`src/rtl/mc_ctrl_pkg.sv`:
```
// mc_ctrl_pkg: shared types and encodings for the multicycle control FSM.
//   state_t       FSM state encoding
//   alu_op_t      ULA operation select
//   sel_a_t       ULA operand A mux select
//   sel_b_t       ULA operand B mux select
//   trap_cause_t  reason latched on entry to TRAP
//   ctl_t         bundle of every datapath control output
//   alu_decode()  funct3/funct7_5 to ALU op for R/I arithmetic
package mc_ctrl_pkg;

    typedef enum logic [3:0] {
        StFetch,
        StDecode,
        StExecR,
        StExecI,
        StLui,
        StAddr,
        StMemRd,
        StMemWr,
        StWbAlu,
        StWbMem,
        StBranch,
        StPcInc,
        StTrap
    } state_t;

    typedef enum logic [2:0] {
        AluAdd   = 3'b000,
        AluSub   = 3'b001,
        AluAnd   = 3'b010,
        AluOr    = 3'b011,
        AluXor   = 3'b100,
        AluPassB = 3'b101
    } alu_op_t;

    typedef enum logic [1:0] {
        SelAPc   = 2'b00,
        SelAReg  = 2'b01,
        SelAZero = 2'b10
    } sel_a_t;

    typedef enum logic [1:0] {
        SelBReg    = 2'b00,
        SelBFour   = 2'b01,
        SelBImm    = 2'b10,
        SelBImmSh1 = 2'b11
    } sel_b_t;

    typedef enum logic [1:0] {
        CauseNone    = 2'b00,
        CauseIllegal = 2'b01,
        CauseImemTo  = 2'b10,
        CauseDmemTo  = 2'b11
    } trap_cause_t;

    localparam logic [6:0] OpcR      = 7'b0110011;
    localparam logic [6:0] OpcI      = 7'b0010011;
    localparam logic [6:0] OpcLoad   = 7'b0000011;
    localparam logic [6:0] OpcStore  = 7'b0100011;
    localparam logic [6:0] OpcBranch = 7'b1100011;
    localparam logic [6:0] OpcLui    = 7'b0110111;

    localparam logic [2:0] F3AddSub = 3'b000;
    localparam logic [2:0] F3Xor    = 3'b100;
    localparam logic [2:0] F3Or     = 3'b110;
    localparam logic [2:0] F3And    = 3'b111;
    localparam logic [2:0] F3Beq    = 3'b000;
    localparam logic [2:0] F3Bne    = 3'b001;

    typedef struct packed {
        logic        imem_req;
        logic        dmem_req;
        logic        dmem_we;
        logic        ir_load;
        logic        pc_wr;
        logic        pc_src;
        logic        a_wr;
        logic        b_wr;
        logic        aluout_wr;
        logic        mdr_wr;
        logic        rf_wr;
        logic        rf_src;
        sel_a_t      sel_a;
        sel_b_t      sel_b;
        alu_op_t     alu_op;
        logic        retire;
        logic        trap;
        trap_cause_t trap_cause;
    } ctl_t;

    typedef struct packed {
        logic    legal;
        alu_op_t op;
    } alu_dec_t;

    // Sub exists only for R-type; I-type ignores funct7_5 (no subi).
    function automatic alu_dec_t alu_decode(input logic [2:0] f3, input logic is_r,
                                            input logic f7_5);
        alu_dec_t d;
        d.legal = 1'b1;
        d.op    = AluAdd;
        case (f3)
            F3AddSub: d.op = (is_r && f7_5) ? AluSub : AluAdd;
            F3And:    d.op = AluAnd;
            F3Or:     d.op = AluOr;
            F3Xor:    d.op = AluXor;
            default:  d.legal = 1'b0;
        endcase
        return d;
    endfunction

endpackage

```
`src/rtl/mc_bus_timer.sv`:
```
// mc_bus_timer: counts consecutive request cycles that go unanswered.
//   clk     in  clock, rising edge
//   rst     in  synchronous reset, active high
//   req     in  a bus request is outstanding this cycle
//   ack     in  the request is answered this cycle
//   expire  out request has waited TIMEOUT cycles with no ack (never when TIMEOUT = 0)
module mc_bus_timer #(
    parameter int unsigned TIMEOUT = 16
) (
    input  logic clk,
    input  logic rst,
    input  logic req,
    input  logic ack,
    output logic expire
);

    localparam int unsigned CntW = (TIMEOUT > 1) ? $clog2(TIMEOUT) : 1;
    localparam logic [CntW-1:0] Last = (TIMEOUT > 0) ? CntW'(TIMEOUT - 1) : '0;

    logic [CntW-1:0] count_q;

    // Request states are never entered back to back without an ack, so clearing
    // whenever req is low is the same as clearing on entry to a request state.
    always_ff @(posedge clk) begin
        if (rst || !req || ack) begin
            count_q <= '0;
        end else if (count_q != Last) begin
            count_q <= count_q + 1'b1;
        end
    end

    assign expire = (TIMEOUT != 0) && req && !ack && (count_q == Last);

endmodule

```
`src/rtl/mc_ctrl_fsm.sv`:
```
// mc_ctrl_fsm: multicycle control FSM for the RV64 datapath.
//   CLK, RST              clock (rising edge), synchronous active-high reset
//   opcode/funct3/funct7_5 IR fields
//   alu_zero              ULA zero flag (branch compare)
//   imem_ack, dmem_ack    memory handshake acknowledges
//   imem_req, dmem_req, dmem_we      memory requests
//   ir_load, pc_wr, pc_src, a_wr, b_wr, aluout_wr, mdr_wr, rf_wr, rf_src  datapath enables
//   sel_a, sel_b, alu_op  ULA operand/operation selects
//   retire                one-cycle pulse on the completing PC update
//   trap, trap_cause      TRAP indication and latched reason
module mc_ctrl_fsm
    import mc_ctrl_pkg::*;
#(
    parameter int unsigned TIMEOUT = 16,
    parameter bit          EN_BNE  = 1'b1,
    parameter bit          EN_LUI  = 1'b1
) (
    input  logic       CLK,
    input  logic       RST,
    input  logic [6:0] opcode,
    input  logic [2:0] funct3,
    input  logic       funct7_5,
    input  logic       alu_zero,
    input  logic       imem_ack,
    input  logic       dmem_ack,
    output logic       imem_req,
    output logic       dmem_req,
    output logic       dmem_we,
    output logic       ir_load,
    output logic       pc_wr,
    output logic       pc_src,
    output logic       a_wr,
    output logic       b_wr,
    output logic       aluout_wr,
    output logic       mdr_wr,
    output logic       rf_wr,
    output logic       rf_src,
    output logic [1:0] sel_a,
    output logic [1:0] sel_b,
    output logic [2:0] alu_op,
    output logic       retire,
    output logic       trap,
    output logic [1:0] trap_cause
);

    state_t      state_q, state_d;
    trap_cause_t cause_q, cause_d;
    ctl_t        ctl, ctl_out;
    alu_dec_t    dec;
    logic        bus_req, bus_ack, expire;

    // Timer sees state directly so expire never loops back through the decode.
    assign bus_req = (state_q == StFetch) || (state_q == StMemRd) || (state_q == StMemWr);
    assign bus_ack = (state_q == StFetch) ? imem_ack : dmem_ack;

    mc_bus_timer #(
        .TIMEOUT(TIMEOUT)
    ) u_timer (
        .clk    (CLK),
        .rst    (RST),
        .req    (bus_req),
        .ack    (bus_ack),
        .expire (expire)
    );

    assign dec = alu_decode(funct3, state_q == StExecR, funct7_5);

    always_ff @(posedge CLK) begin
        if (RST) begin
            state_q <= StFetch;
            cause_q <= CauseNone;
        end else begin
            state_q <= state_d;
            cause_q <= cause_d;
        end
    end

    always_comb begin
        state_d = state_q;
        cause_d = cause_q;
        ctl     = '0;
        unique case (state_q)
            StFetch: begin
                ctl.imem_req = 1'b1;
                if (imem_ack) begin
                    ctl.ir_load = 1'b1;
                    state_d     = StDecode;
                end else if (expire) begin
                    state_d = StTrap;
                    cause_d = CauseImemTo;
                end
            end
            StDecode: begin
                // Branch target PC + (imm<<1) computed while PC still holds this instr.
                ctl.a_wr      = 1'b1;
                ctl.b_wr      = 1'b1;
                ctl.sel_a     = SelAPc;
                ctl.sel_b     = SelBImmSh1;
                ctl.alu_op    = AluAdd;
                ctl.aluout_wr = 1'b1;
                if (opcode == OpcR) begin
                    state_d = StExecR;
                end else if (opcode == OpcI) begin
                    state_d = StExecI;
                end else if (opcode == OpcLoad || opcode == OpcStore) begin
                    state_d = StAddr;
                end else if (opcode == OpcBranch) begin
                    state_d = StBranch;
                end else if (EN_LUI && opcode == OpcLui) begin
                    state_d = StLui;
                end else begin
                    state_d = StTrap;
                    cause_d = CauseIllegal;
                end
            end
            StExecR, StExecI: begin
                ctl.sel_a = SelAReg;
                ctl.sel_b = (state_q == StExecR) ? SelBReg : SelBImm;
                if (dec.legal) begin
                    ctl.alu_op    = dec.op;
                    ctl.aluout_wr = 1'b1;
                    state_d       = StWbAlu;
                end else begin
                    state_d = StTrap;
                    cause_d = CauseIllegal;
                end
            end
            StLui: begin
                ctl.sel_a     = SelAZero;
                ctl.sel_b     = SelBImm;
                ctl.alu_op    = AluAdd;
                ctl.aluout_wr = 1'b1;
                state_d       = StWbAlu;
            end
            StAddr: begin
                ctl.sel_a     = SelAReg;
                ctl.sel_b     = SelBImm;
                ctl.alu_op    = AluAdd;
                ctl.aluout_wr = 1'b1;
                state_d       = (opcode == OpcLoad) ? StMemRd : StMemWr;
            end
            StMemRd: begin
                ctl.dmem_req = 1'b1;
                if (dmem_ack) begin
                    ctl.mdr_wr = 1'b1;
                    state_d    = StWbMem;
                end else if (expire) begin
                    state_d = StTrap;
                    cause_d = CauseDmemTo;
                end
            end
            StMemWr: begin
                ctl.dmem_req = 1'b1;
                ctl.dmem_we  = 1'b1;
                if (dmem_ack) begin
                    ctl.sel_a  = SelAPc;
                    ctl.sel_b  = SelBFour;
                    ctl.alu_op = AluAdd;
                    ctl.pc_wr  = 1'b1;
                    ctl.retire = 1'b1;
                    state_d    = StFetch;
                end else if (expire) begin
                    state_d = StTrap;
                    cause_d = CauseDmemTo;
                end
            end
            StWbAlu, StWbMem: begin
                ctl.rf_wr  = 1'b1;
                ctl.rf_src = (state_q == StWbMem);
                ctl.sel_a  = SelAPc;
                ctl.sel_b  = SelBFour;
                ctl.alu_op = AluAdd;
                ctl.pc_wr  = 1'b1;
                ctl.retire = 1'b1;
                state_d    = StFetch;
            end
            StBranch: begin
                ctl.sel_a  = SelAReg;
                ctl.sel_b  = SelBReg;
                ctl.alu_op = AluSub;
                if (funct3 == F3Beq || (EN_BNE && funct3 == F3Bne)) begin
                    // beq taken on equal, bne on not-equal.
                    if ((funct3 == F3Beq) ? alu_zero : !alu_zero) begin
                        ctl.pc_wr  = 1'b1;
                        ctl.pc_src = 1'b1;
                        ctl.retire = 1'b1;
                        state_d    = StFetch;
                    end else begin
                        state_d = StPcInc;
                    end
                end else begin
                    state_d = StTrap;
                    cause_d = CauseIllegal;
                end
            end
            StPcInc: begin
                ctl.sel_a  = SelAPc;
                ctl.sel_b  = SelBFour;
                ctl.alu_op = AluAdd;
                ctl.pc_wr  = 1'b1;
                ctl.retire = 1'b1;
                state_d    = StFetch;
            end
            StTrap: begin
                ctl.trap = 1'b1;
            end
            default: begin
                state_d = StFetch;
            end
        endcase
        ctl.trap_cause = cause_q;
    end

    // Everything is forced low while RST is held, so a pending req drops immediately.
    assign ctl_out = RST ? '0 : ctl;

    assign imem_req   = ctl_out.imem_req;
    assign dmem_req   = ctl_out.dmem_req;
    assign dmem_we    = ctl_out.dmem_we;
    assign ir_load    = ctl_out.ir_load;
    assign pc_wr      = ctl_out.pc_wr;
    assign pc_src     = ctl_out.pc_src;
    assign a_wr       = ctl_out.a_wr;
    assign b_wr       = ctl_out.b_wr;
    assign aluout_wr  = ctl_out.aluout_wr;
    assign mdr_wr     = ctl_out.mdr_wr;
    assign rf_wr      = ctl_out.rf_wr;
    assign rf_src     = ctl_out.rf_src;
    assign sel_a      = ctl_out.sel_a;
    assign sel_b      = ctl_out.sel_b;
    assign alu_op     = ctl_out.alu_op;
    assign retire     = ctl_out.retire;
    assign trap       = ctl_out.trap;
    assign trap_cause = ctl_out.trap_cause;

endmodule

```
`config.mk`:
```
export PLATFORM = sky130hd
export DESIGN_NAME = mc_ctrl_fsm
export DESIGN_NICKNAME = d
export VERILOG_FILES = /design/src/rtl/mc_ctrl_pkg.sv /design/src/rtl/mc_bus_timer.sv /design/src/rtl/mc_ctrl_fsm.sv
export SDC_FILE = /design/constraint.sdc
export NUM_CORES = 1
export LEC_CHECK = 0
export CORE_ASPECT_RATIO = 1.2
export CORE_MARGIN = 3
export CORE_UTILIZATION = 46
export DETAILED_ROUTE_END_ITERATION = 16
export GPL_ROUTABILITY_DRIVEN = 0
export GPL_TIMING_DRIVEN = 0
export PLACE_DENSITY_LB_ADDON = 0.2
export SKIP_LAST_GASP = 1
export SYNTH_ARGS = -nofsm -noshare
export SYNTH_HDL_FRONTEND = slang
export SYNTH_HIERARCHICAL = 1
export SYNTH_SLANG_ARGS = --single-unit
export TNS_END_PERCENT = 30
```
`constraint.sdc`:
```
create_clock -name CLK -period 3 [get_ports CLK]
set_input_delay 0.6 -clock CLK [delete_from_list [all_inputs] [get_ports CLK]]
set_output_delay 0.6 -clock CLK [all_outputs]
set_load 0.005 [all_outputs]
```
==> run_summary.xml <==
<?xml version="1.0" encoding="UTF-8"?>
<metrics>
  <group name="clock_tree">
    <metric name="worstSkewPairLatency" unit="ps">260</metric>
    <metric name="cts_buffers" unit="">3</metric>
    <metric name="cts_max_level" unit="">1</metric>
    <metric name="max-clock-path-buffers" unit="">2</metric>
    <metric name="clk_pin_slew" unit="ps">60</metric>
    <metric name="cts_num_sinks" unit="">10</metric>
    <metric name="clockRootBuffer" unit="">clkbuf_4</metric>
    <metric name="cts_tree" unit="">done</metric>
  </group>
  <group name="layout">
    <metric name="finish.instance_area" unit="mm2">0.00166</metric>
    <metric name="post_route_cells_drive_above_1_share" unit="%">16.0</metric>
    <metric name="antenna-diode-count" unit="">0</metric>
    <metric name="layout.nets" unit="">225</metric>
    <metric name="layoutNonFillerInstCount" unit="">237</metric>
    <metric name="area_growth_syn_to_layout" unit="%">39.5</metric>
  </group>
  <group name="synthesis">
    <metric name="yosys.cell_types.count" unit="">56</metric>
    <metric name="yosys_top_cell_area_share" unit="%">16.8</metric>
    <metric name="synthCells" unit="">164</metric>
    <metric name="yosysWarningCount" unit="">6</metric>
    <metric name="postSynthAreaPerCell" unit="um2">7.26</metric>
    <metric name="synth_nets" unit="">181</metric>
    <metric name="synth_seq_area_share" unit="%">16.8</metric>
    <metric name="synth.area.top_cells" unit="">dfxtp_1 (17%), nor2_1 (6.6%), a21oi_1 (5.9%)</metric>
    <metric name="synthDominantAreaCellType" unit="">dfxtp_1</metric>
    <metric name="synth.ff_latch_count" unit="">10</metric>
    <metric name="synth-edff-count" unit="">0</metric>
    <metric name="ys_async_sr_fraction" unit="%">0</metric>
    <metric name="ys.flop_type" unit="">dfxtp_1</metric>
    <metric name="netlist_area" unit="mm2">0.00119</metric>
  </group>
  <group name="sta">
    <metric name="timing.final.setup_violations" unit="">0</metric>
    <metric name="worst_pin_slew" unit="ps">506</metric>
    <metric name="finalHoldViolations" unit="">0</metric>
    <metric name="worst_slew_margin_rel" unit="%">65.9</metric>
    <metric name="final_max_slew_viol_count" unit="">0</metric>
    <metric name="timing.final.ws_setup" unit="ps">15.6</metric>
    <metric name="hold-worst-slack" unit="ps">471</metric>
    <metric name="rsz_0062_raised_after_global_routing" unit="">yes</metric>
    <metric name="fin_crit_sh" unit="%">99.5</metric>
    <metric name="min_period" unit="ps">2980</metric>
    <metric name="fmax" unit="MHz">335</metric>
    <metric name="timing.clock.skew" unit="ps">2.82</metric>
  </group>
  <group name="placed_design">
    <metric name="post-place-cells" unit="">233</metric>
    <metric name="pre_cts_ws" unit="ps">-389</metric>
    <metric name="detailed_place_hpwl" unit="um">2790</metric>
    <metric name="dpl-instance-area" unit="mm2">0.00161</metric>
    <metric name="numPortBuffers" unit="">38</metric>
  </group>
  <group name="status">
    <metric name="status" unit="">completed</metric>
  </group>
  <group name="global_routing">
    <metric name="vias_in_the_first_global_route" unit="">1356</metric>
    <metric name="grt_remaining_overflow" unit="">0</metric>
    <metric name="track_usage" unit="%">22.7</metric>
    <metric name="grt_antenna_before_repair" unit="">0</metric>
    <metric name="largest_net_degree_at_the_start_of_global_routing" unit="">11</metric>
    <metric name="first_pass_grt_wire_length" unit="um">5690</metric>
  </group>
  <group name="die">
    <metric name="design.core.area" unit="mm2">0.00238</metric>
    <metric name="std_cell_rows" unit="">19</metric>
    <metric name="initial_core_util" unit="%">50.1</metric>
    <metric name="top_level_ports" unit="">39</metric>
    <metric name="die_h" unit="um">61.7</metric>
    <metric name="die_area" unit="mm2">0.00324</metric>
    <metric name="die_width" unit="um">52.4</metric>
  </group>
  <group name="worst_setup_path">
    <metric name="timing.critical_path.fanout_max" unit="">10</metric>
    <metric name="setup.reg_to_reg.worst_slack" unit="ps">240</metric>
    <metric name="critPathKind" unit="">input port to output pin</metric>
    <metric name="arrival" unit="ps">2380</metric>
    <metric name="end_kind" unit="">output pin</metric>
    <metric name="critPathRequiredTime" unit="ps">2400</metric>
    <metric name="setup.worst_path.start_class" unit="">input port</metric>
  </group>
  <group name="pwr">
    <metric name="vdd.ir_drop.worst" unit="mV">0.261</metric>
    <metric name="leakage_power" unit="nW">0.592</metric>
    <metric name="power.density" unit="mW/mm2">318</metric>
  </group>
  <group name="drt">
    <metric name="routed_wl" unit="um">3490</metric>
    <metric name="average_detailed_routed_wire_length_per_instance" unit="um">14.7</metric>
    <metric name="drc" unit="">0</metric>
    <metric name="vias_per_cell" unit="">5.95</metric>
    <metric name="drt_first_pass_iters" unit="">4</metric>
    <metric name="antenna_left" unit="">0</metric>
    <metric name="drt-initial-drc-count" unit="">42</metric>
    <metric name="via_count" unit="">1409</metric>
  </group>
  <group name="run">
    <metric name="timing.max_cap.violations" unit="">0</metric>
  </group>
  <group name="worst_hold_path">
    <metric name="min-delay-path-class" unit="">flop to flop</metric>
  </group>
</metrics>
-- path summary, 6_finish.rpt --
check / startpoint / end / cells past startpoint
worst max register to register: state_q[3] / cause_q[0] / 8
worst min register to register: cause_q[1] / cause_q[1] / 2
worst min-delay path: cause_q[1] / cause_q[1] / 2
worst max-delay path: RST / retire / 6
-- final cells by class --
cell class | count | area (um2)
clock buffers | 3 | 22.5
fillers | 212 | 717
repair buffers | 39 | 383
flip-flops and latches | 10 | 200
well taps | 31 | 38.8
inverters | 6 | 22.5
plain buffers | 12 | 73.8
multi-input cells | 136 | 920
-- metal layers --
layer	routed length (um)	up-vias	GRT usage [%]
met5	0	-	0
met3	258	8	3.82
met2	1750	67	42.0
li1	-	692	-
met1	1430	642	26.1
met4	53	0	8.39
-- timing repair --
item / 4_1_cts / 5_1_grt
pin swaps: 1 / 0
hold endpoints to repair: 0 / 0
buffers inserted: 1 / 0
hold buffers: 0 / 0
gates resized for setup: 10 / 2
endpoints found under the setup margin: 12 / 6
-- synthesized netlist by cell type (all sizes together), types with 2 or more instances --
library cell	count
nor3b	4
nor4	4
nand2	13
a21oi	14
buf	8
a21boi	2
a21o	2
and2	2
o21bai	2
o21ai	8
nand2b	8
nand3	4
a221oi	3
inv	6
clkbuf	4
nor2b	6
nor2	21
dfxtp	10
o22a	2
and4bb	3
a211oi	2
nor3	10
mux2	3
-- placed cells by master, fill, tap and decap left out, drive strengths merged, types with 2 or more instances in the layout --
master         Yosys  final
a21oi             14     14
nor2              21     21
nor3b              4      4
buf                8      9
nor3              10     10
and2               2      2
o21bai             2      2
inv                6      6
dfxtp             10     10
mux2               3      3
nor4               4      4
nor2b              6      6
clkbuf             4      7
nand2             13     13
a221oi             3      3
o22a               2      2
and4bb             3      3
nand2b             8      8
nand3              4      4
dlygate4sd2        0      4
o21ai              8      8
clkdlybuf4s50      0     34
a21boi             2      2
a21o               2      2
a211oi             2      2
-- flip-flops by register name (all words and copies together) (netlist names) --
name	count
u_timer/count_q	4
state_q	4
cause_q	2
-- worst max-delay path: stages --
cell and delay (ps):
clkdlybuf4s50_1 500, clkbuf_8 220, buf_2 200, a221oi_2 230, buf_4 150, clkdlybuf4s50_1 490
-- stage by stage --
step | setup TNS (ps) | utilization [%] | total power [mW]
global route | -165 | 69.8 | 0.560
global placement | -2720 | 67.7 | 0.426
finish | 0 | 69.8 | 0.528
detailed placement | -2920 | 67.7 | 0.435
CTS | 0 | 69.5 | 0.526
floorplan | 0 | - | 0.336
-- power by group --
| part | switching [mW] | internal, mW |
|---|---|---|
| registers | 0.0118 | 0.146 |
| logic | 0.138 | 0.139 |
| clock network | 0.0451 | 0.0464 |
| total | 0.195 | 0.332 |
-- kinds of logic (layout without fill, tap and decap cells) --
group,count (synthesis),in the layout,synth area share [%]
xor+xnor,1,1,0.736
buf+inv,18,60,7.04
fa+ha+maj,1,1,1.05
mux,4,4,4.00
simple gates,81,81,39.3
compound gates,49,49,31.0
flops,10,10,16.8
No activity file was read; power rests on OpenSTA's default activity.
